## config.mk

```make
export PLATFORM = sky130hd
export DESIGN_NAME = demux_reg
export DESIGN_NICKNAME = d
export VERILOG_FILES = /design/src/rtl/demux_reg.sv
export SDC_FILE = /design/constraint.sdc
export NUM_CORES = 1
export LEC_CHECK = 0
export CAP_MARGIN = 20
export CORE_ASPECT_RATIO = 0.8
export CORE_MARGIN = 5
export CORE_UTILIZATION = 45
export CTS_BUF_LIST = sky130_fd_sc_hd__clkbuf_8
export DETAILED_ROUTE_END_ITERATION = 8
export GPL_TIMING_DRIVEN = 1
export PLACE_DENSITY = 0.95
export SYNTH_ARGS = -nofsm -noshare
export SYNTH_HDL_FRONTEND = slang
export SYNTH_SLANG_ARGS = --single-unit
```

## constraint.sdc

```tcl
create_clock -name clk -period 3 [get_ports clk]
set_input_delay 0.6 -clock clk [delete_from_list [all_inputs] [get_ports clk]]
set_output_delay 0.6 -clock clk [all_outputs]
set_load 0.02 [all_outputs]
```

## src/rtl/demux_reg.sv

```systemverilog
`default_nettype none
// ============================================================================
// Module   : demux_reg
// Purpose  : Registered 1-to-2 valid/ready demultiplexer with one output slot
//            per port. Define DEMUX_COUNT_EN to build per-port transfer counters.
// Revision : 1.0
// ============================================================================
module demux_reg #(
    parameter int WIDTH     = 32,
    parameter int CNT_WIDTH = 16
) (
    input  logic                 clk,
    input  logic                 rst_n,
    input  logic                 in_valid,
    output logic                 in_ready,
    input  logic [WIDTH-1:0]     in_data,
    input  logic                 sel,
    output logic                 a_valid,
    input  logic                 a_ready,
    output logic [WIDTH-1:0]     a_data,
    output logic                 b_valid,
    input  logic                 b_ready,
    output logic [WIDTH-1:0]     b_data,
    output logic [CNT_WIDTH-1:0] a_count,
    output logic [CNT_WIDTH-1:0] b_count
);

    logic a_fire;
    logic b_fire;
    logic a_load;
    logic b_load;

    assign a_fire   = a_valid && a_ready;
    assign b_fire   = b_valid && b_ready;
    // A slot can take a new word when empty or being drained this same cycle.
    assign in_ready = sel ? (!b_valid || b_ready) : (!a_valid || a_ready);
    assign a_load   = in_valid && in_ready && !sel;
    assign b_load   = in_valid && in_ready &&  sel;

    always_ff @(posedge clk or negedge rst_n) begin
        if (!rst_n) begin
            a_valid <= 1'b0;
            a_data  <= '0;
        end else if (a_load) begin
            a_valid <= 1'b1;
            a_data  <= in_data;
        end else if (a_fire) begin
            a_valid <= 1'b0;
        end
    end

    always_ff @(posedge clk or negedge rst_n) begin
        if (!rst_n) begin
            b_valid <= 1'b0;
            b_data  <= '0;
        end else if (b_load) begin
            b_valid <= 1'b1;
            b_data  <= in_data;
        end else if (b_fire) begin
            b_valid <= 1'b0;
        end
    end

`ifdef DEMUX_COUNT_EN
    logic [CNT_WIDTH-1:0] a_cnt;
    logic [CNT_WIDTH-1:0] b_cnt;

    // Counters wrap naturally at 2^CNT_WIDTH.
    always_ff @(posedge clk or negedge rst_n) begin
        if (!rst_n) begin
            a_cnt <= '0;
            b_cnt <= '0;
        end else begin
            if (a_fire) a_cnt <= a_cnt + {{(CNT_WIDTH-1){1'b0}}, 1'b1};
            if (b_fire) b_cnt <= b_cnt + {{(CNT_WIDTH-1){1'b0}}, 1'b1};
        end
    end

    assign a_count = a_cnt;
    assign b_count = b_cnt;
`else
    assign a_count = '0;
    assign b_count = '0;
`endif

endmodule
`default_nettype wire

```

=== After elaboration in Yosys (flattened, before gate mapping) ===
Cells that the tools add are included.

* Mux-type cells: 5
* Reduce and logical (&&, ||, !) cells: 12

{| class="wikitable"
|+ Operator list
! operator !! number
|-
| 1-bit logical AND || 5
|-
| 1-bit two-way mux || 5
|-
| 2-bit nonzero test || 2
|-
| 1-bit logical NOT || 3
|-
| 1-bit logical OR || 2
|}

* Bits in registers: 66
* Output and inout bits: 99
* Logic and storage cells: 21
* Input bits: 38

=== Longest topological paths before layout ===
Gate-level depths: netlist of the first run.

* Depth in word-level cells: 6
* Mapped depth: 4
* Depth with buffers taken out: 3

=== Worst setup path before layout of the first run ===
Ideal clock, no wire load.

* Kind: input-to-output
* Start point: in b_ready
* End point: out in_ready
* Data arrival time: 1.184 ns
* Path slack: 1.216 ns
* Stages: 2
* Buffers on the path: 0
* Data required time: 2.400 ns
* Path through: and2b_1 > a21oi_1

* Cells in the longest elaborated chain, start to end: 2

{| class="wikitable"
|+ RTL lines
! element !! line !! RTL
|-
| start, declared || 22 || <nowiki>input logic b_ready,</nowiki>
|-
| 1-bit logical OR || 36 || <nowiki>assign in_ready = sel ? (!b_valid || b_ready) : (!a_valid || a_ready);</nowiki>
|-
| 1-bit two-way mux || 36 ||
|-
| end, declared || 15 || <nowiki>output logic in_ready,</nowiki>
|}

No other way between the ends.

=== Worst setup path in the final report of the first run ===
Ends and elaborated chain as after synthesis.

==> flow_summary_export.csv, run 1 <==
group,metric,value,unit
timing,max_freq,373,MHz
power_and_ir_drop,p_leak,1.71,nW
route,drt_first_iter_violations,31,
timing,tns,0,ns
layout,area_growth,44.3,%
route,ant_nets,0,
clock_network,clock_path_buffers,2,
global_routing,grt_use_total,15.4,%
clock_network,cts_sinks,66,
synth,syn_inst,179,
clock_network,cts_hold_buf,0,
placed_design,place.detailed.hpwl,4380,µm
floorplan,die_w,97.6,µm
layout,layout.cells.most_common,"clkdlybuf4s50_1",
global_routing,grt_pass1_wl,9360,µm
worst_setup_path,crit_path_start_kind,"input pin",
synth,synth.avg_cell_area,15.4,µm²
layout,final_net_count,330,
route,wire_per_inst,15.2,µm
power_and_ir_drop,ir_worst_vdd,0.454,mV
floorplan,core,0.00594,mm²
worst_setup_path,cp_common_cell,"clkdlybuf4s50_1",
clock_network,cts_made_buffers,9,
worst_setup_path,crit_arrival,2.08,ns
worst_setup_path,worstSetupPathType,"input pin to primary output",
placed_design,globalplace.congestion,0.704,
route,via_per_inst,4.59,
worst_setup_path,critPathRequiredTime,2.40,ns
synth,synth.top_cell.area_share,59.8,%
worst_setup_path,end_kind,"primary output",
worst_setup_path,slowest_stage,"clkdlybuf4s50_1",
layout,drive_gt1_share,28.6,%
run,max_cap_viol_count,0,
clock_network,clock_latency,0.33,ns
power_and_ir_drop,power,0.00284,W
worst_setup_path,crit_fanout,3,
timing,max_slew.worst_pin.slew,0.770,ns
global_routing,grt_pass1_vias,1836,
floorplan,dieArea,0.00782,mm²
global_routing,grt_max_degree,35,
synth,ys_seq_area_share,59.8,%
route,drt_first_pass_iters,3,
timing,finalWorstPathRequiredPeriod,2.68,ns
layout,num_antenna_cells,0,
layout,final_cell_mix,"clkdlybuf4s50_1, dfrtp_1, mux2_2",
timing,hold_viol,0,
synth,syn_area,0.00276,mm²
synth,synth_cell_types,17,
placed_design,port_buffers,104,
timing,fin_skew,0.00400,ns
run_status,outcome,"completed",
floorplan,io_pins,137,
worst_hold_path,worstHoldPathType,"input pin to async pin",
synth,netlist_top_cells_area,"dfrtp_1, mux2_2, buf_4",
route,num_vias,1736,
synth,synth_seq_cells,66,
timing,finalSetupViolCount,0,
floorplan,start_util,46.5,%
clock_network,ctsResizeCount,0,
route,drc,0,
timing,slew_violations,0,
worst_setup_path,cp_cell_sequence,"clkdlybuf4s50_1, and2b_1, a21oi_1, clkdlybuf4s50_1",
global_routing,overflow,0,
synth,ys_warn_count,0,
floorplan,rows,25,
clock_network,cts-htree-levels,3,
global_routing,antenna_found_initial,0,
timing,period_share,89.3,%
clock_network,clkTransAtPathRegs,0.07,ns
timing,slew_headroom,48.7,%
clock_network,cts_root_buffer,"clkbuf_8",
clock_network,post_cts.repair.setup_buffers,0,
synth,yosysTopAreaCell,"dfrtp_1",
route,wl,5760,µm
worst_setup_path,critPathTopFamily,"buffers and inverters",
floorplan,die_h,80.1,µm
worst_setup_path,cpPeakStageDelay,0.63,ns
timing,rsz0062_at_grt,"no",
power_and_ir_drop,powerDensity,712,mW/mm²
clock_network,cts_tree,"yes",
worst_setup_path,crit_buf_inv,2,
-- path summary, 6_finish.rpt --
check / slack, ns / end / depth (start not counted) / startpoint
setup / recovery: 0.32 / in_ready / 4 / b_ready
hold / removal: 0.34 / b_data[7] / 1 / rst_n
setup reg to reg: 1.53 / a_data[4] / 4 / a_valid
hold reg to reg: 0.50 / b_data[6] / 1 / b_data[6]
max in group asynchronous: 2.03 / a_data[22] / 2 / rst_n
min in group clk: 0.50 / b_data[6] / 1 / b_data[6]
-- synthesized netlist by cell type (all sizes together) --
cell    count
mux2       64
conb        1
inv         1
a21oi       1
nand2b      1
or2b        1
and2b       1
nor3b       1
clkbuf      2
nor2        2
dfrtp      66
nand2       1
buf        36
o21ai       1
-- worst reg2reg max path, stage by stage, from the launching register on --
cell and delay (ns):
dfrtp_1 0.40, nand2b_2 0.09, nor3b_4 0.19, buf_4 0.29
mux2_2 0.38
-- per-stage QoR --
stage,cell area (µm²),hold WS (ns),util [%],worst slack (ns),instances
2_1_floorplan,2880,0.304,-,1.22,210
3_3_place_gp,3750,0.484,63.2,0.374,362
3_5_place_dp,3750,0.490,63.2,0.312,362
4_1_cts,3990,0.346,67.1,0.304,378
5_1_grt,3990,0.386,67.1,0.246,378
6_report,3990,0.341,67.1,0.321,378
-- layout make-up --
class | count | area [µm²]
inverter | 1 | 3.75
sequential | 66 | 1650
timing repair buffer | 109 | 1090
fill | 435 | 1950
multi-input combinational | 105 | 912
tap | 81 | 101
clock buffer | 9 | 124
clock inverter | 7 | 110
-- cell families after synthesis --
family | synth area share (%)
buffers and inverters | 11.5
AOI/OAI and AO/OA | 0.362
other | 0.136
and+or+nand+nor | 2.22
DFF | 59.8
muxes | 26.1
-- report_power, final --
part | leakage (nW) | switching (W) | internal, W
Combinational | 0.815 | 0.000402 | 0.000444
Sequential | 0.777 | 0.0000828 | 0.00105
Clock | 0.122 | 0.000318 | 0.000544
-- sequential cells by signal (all words and copies together) (netlist names) --
signal   count
b_data      32
a_data      32
a_valid      1
b_valid      1
-- layer usage --
| metal | vias up | global-route usage (%) | part of all wire [%] |
|---|---|---|---|
| met5 | - | 0 | 0 |
| met4 | 0 | 4.56 | 1.2 |
| met3 | 10 | 7.47 | 9.7 |
| met2 | 86 | 24.1 | 47 |
| met1 | 866 | 19.1 | 42 |
| li1 | 774 | - | - |
Power figures use the tool's default switching activity.
==> run 2, diff against run 1 <==
--- a/config.mk
+++ b/config.mk
@@ -13,6 +13,7 @@
 export DETAILED_ROUTE_END_ITERATION = 8
 export GPL_TIMING_DRIVEN = 1
 export PLACE_DENSITY = 0.95
+export REMOVE_ABC_BUFFERS = 1
 export SYNTH_ARGS = -nofsm -noshare
 export SYNTH_HDL_FRONTEND = slang
 export SYNTH_SLANG_ARGS = --single-unit
==> flow_summary_export.csv, run 2 (synthesis results as in run 1) <==
group,metric,value,unit
placed_design,place.detailed.hpwl,4450,µm
floorplan,core,0.00594,mm²
timing,slew_headroom,50.9,%
clock_network,cts_tree,"yes",
layout,final_net_count,328,
timing,period_share,87.6,%
clock_network,cts_sinks,66,
power_and_ir_drop,ir_worst_vdd,0.444,mV
route,wire_per_inst,15.8,µm
worst_setup_path,crit_fanout,3,
global_routing,grt.busiest_layer,"met2",
clock_network,clkTransAtPathRegs,0.07,ns
floorplan,io_pins,137,
worst_setup_path,worstSetupPathType,"input pin to primary output",
timing,tns,0,ns
global_routing,met1_usage,17.1,%
global_routing,grt.met3_usage,8.25,%
placed_design,dp_slack,0.373,ns
layout,layout.cells.most_common,"clkdlybuf4s50_1",
power_and_ir_drop,p_leak,1.68,nW
timing,setup_ws,0.372,ns
floorplan,start_util,46.5,%
timing,hold_ws,0.330,ns
timing,finalWorstPathRequiredPeriod,2.63,ns
layout,register_area,0.00165,mm²
global_routing,antenna_found_initial,0,
layout,largestRegisters,"a_data (32), b_data (32)",
timing,rsz0062_at_grt,"no",
timing,max_slew.worst_pin.slew,0.737,ns
clock_network,ctsResizeCount,0,
worst_setup_path,crit_path_start_kind,"input pin",
route,wl,5940,µm
worst_setup_path,rr_startpoint,"a_valid",
run_status,outcome,"completed",
timing,finalSetupViolCount,0,
route,via_per_inst,4.57,
route,num_vias,1719,
route,drt_first_iter_violations,28,
clock_network,cts_made_buffers,9,
clock_network,cts-htree-levels,3,
route,drt_first_pass_iters,3,
route,ant_nets,0,
placed_design,port_buffers,104,
clock_network,clock_latency,0.33,ns
run,max_cap_viol_count,0,
global_routing,grt_use_total,15.7,%
worst_setup_path,critPathRequiredTime,2.40,ns
layout,multi_input_area,912,µm²
worst_setup_path,reg2reg_slack,1.38,ns
route,drc,0,
layout,drive_gt1_share,28.5,%
clock_network,cts_hold_buf,0,
floorplan,die_h,80.1,µm
floorplan,die_w,97.6,µm
global_routing,grt_pass1_vias,1877,
global_routing,overflow,0,
power_and_ir_drop,powerDensity,682,mW/mm²
clock_network,post_cts.repair.setup_buffers,0,
floorplan,dieArea,0.00782,mm²
worst_hold_path,worstHoldPathType,"input pin to async pin",
timing,slew_violations,0,
clock_network,clock_path_buffers,2,
worst_setup_path,crit_start,"b_ready",
clock_network,cts_root_buffer,"clkbuf_8",
worst_setup_path,crit_arrival,2.03,ns
layout,final_cell_mix,"clkdlybuf4s50_1, dfrtp_1, mux2_2",
timing,max_freq,381,MHz
floorplan,rows,25,
power_and_ir_drop,power,0.00268,W
layout,area_growth,42.0,%
layout,num_antenna_cells,0,
worst_setup_path,end_kind,"primary output",
global_routing,grtUsageMet2,26.3,%
timing,hold_viol,0,
placed_design,globalplace.congestion,0.808,
global_routing,grt_max_degree,35,
layout,fillers,443,
timing,fin_skew,0.00504,ns
global_routing,grt_pass1_wl,9520,µm
==> run 2: cell count changes in the layout (fill, tap and decap cells not counted), sizes merged <==
cell	before	now
buf	6	4
clkinv	1	4
bufinv	3	1
inv	3	2
==> run 2: power by group <==
group          internal (W)  switching [W]  total [W]
Sequential          0.00105      0.0000841    0.00113
Clock              0.000375       0.000319   0.000693
Combinational      0.000443       0.000407   0.000850
Total               0.00187       0.000810    0.00268
==> run 2: final timing paths <==
path,cells after the start,end
setup reg to reg,4,a_data[17]
hold reg to reg,1,b_data[6]
max in group asynchronous,2,a_data[16]
hold / removal,1,b_data[10]
setup / recovery,4,in_ready
min in group clk,1,b_data[6]
==> run 2: routing by layer <==
layer | part of all wire, % | vias up
met1 | 40 | 851
met3 | 10 | 10
met5 | 0 | -
met4 | 1.3 | 0
li1 | - | 769
met2 | 48 | 89
==> run 2: critical path: stages <==
cell and delay, ns:
clkdlybuf4s50_1 0.44, and2b_1 0.22, a21oi_1 0.15, clkdlybuf4s50_1 0.61
==> run 2: cell type report <==
cell class / count / share of cell area [%]
inverter: 1 / 0.0956
sequential: 66 / 42.1
tap: 81 / 2.58
timing repair buffer: 107 / 27.3
multi-input combinational: 105 / 23.2
clock inverter: 7 / 1.56
clock buffer: 9 / 3.16
==> run 2: per-stage QoR <==
stage	instances	instance area (µm²)	util (%)
after floorplan	172	2570	-
after global placement	360	3740	62.9
after detailed placement	360	3740	62.9
after CTS	376	3930	66.0
after global routing	376	3930	66.0
final	376	3930	66.0
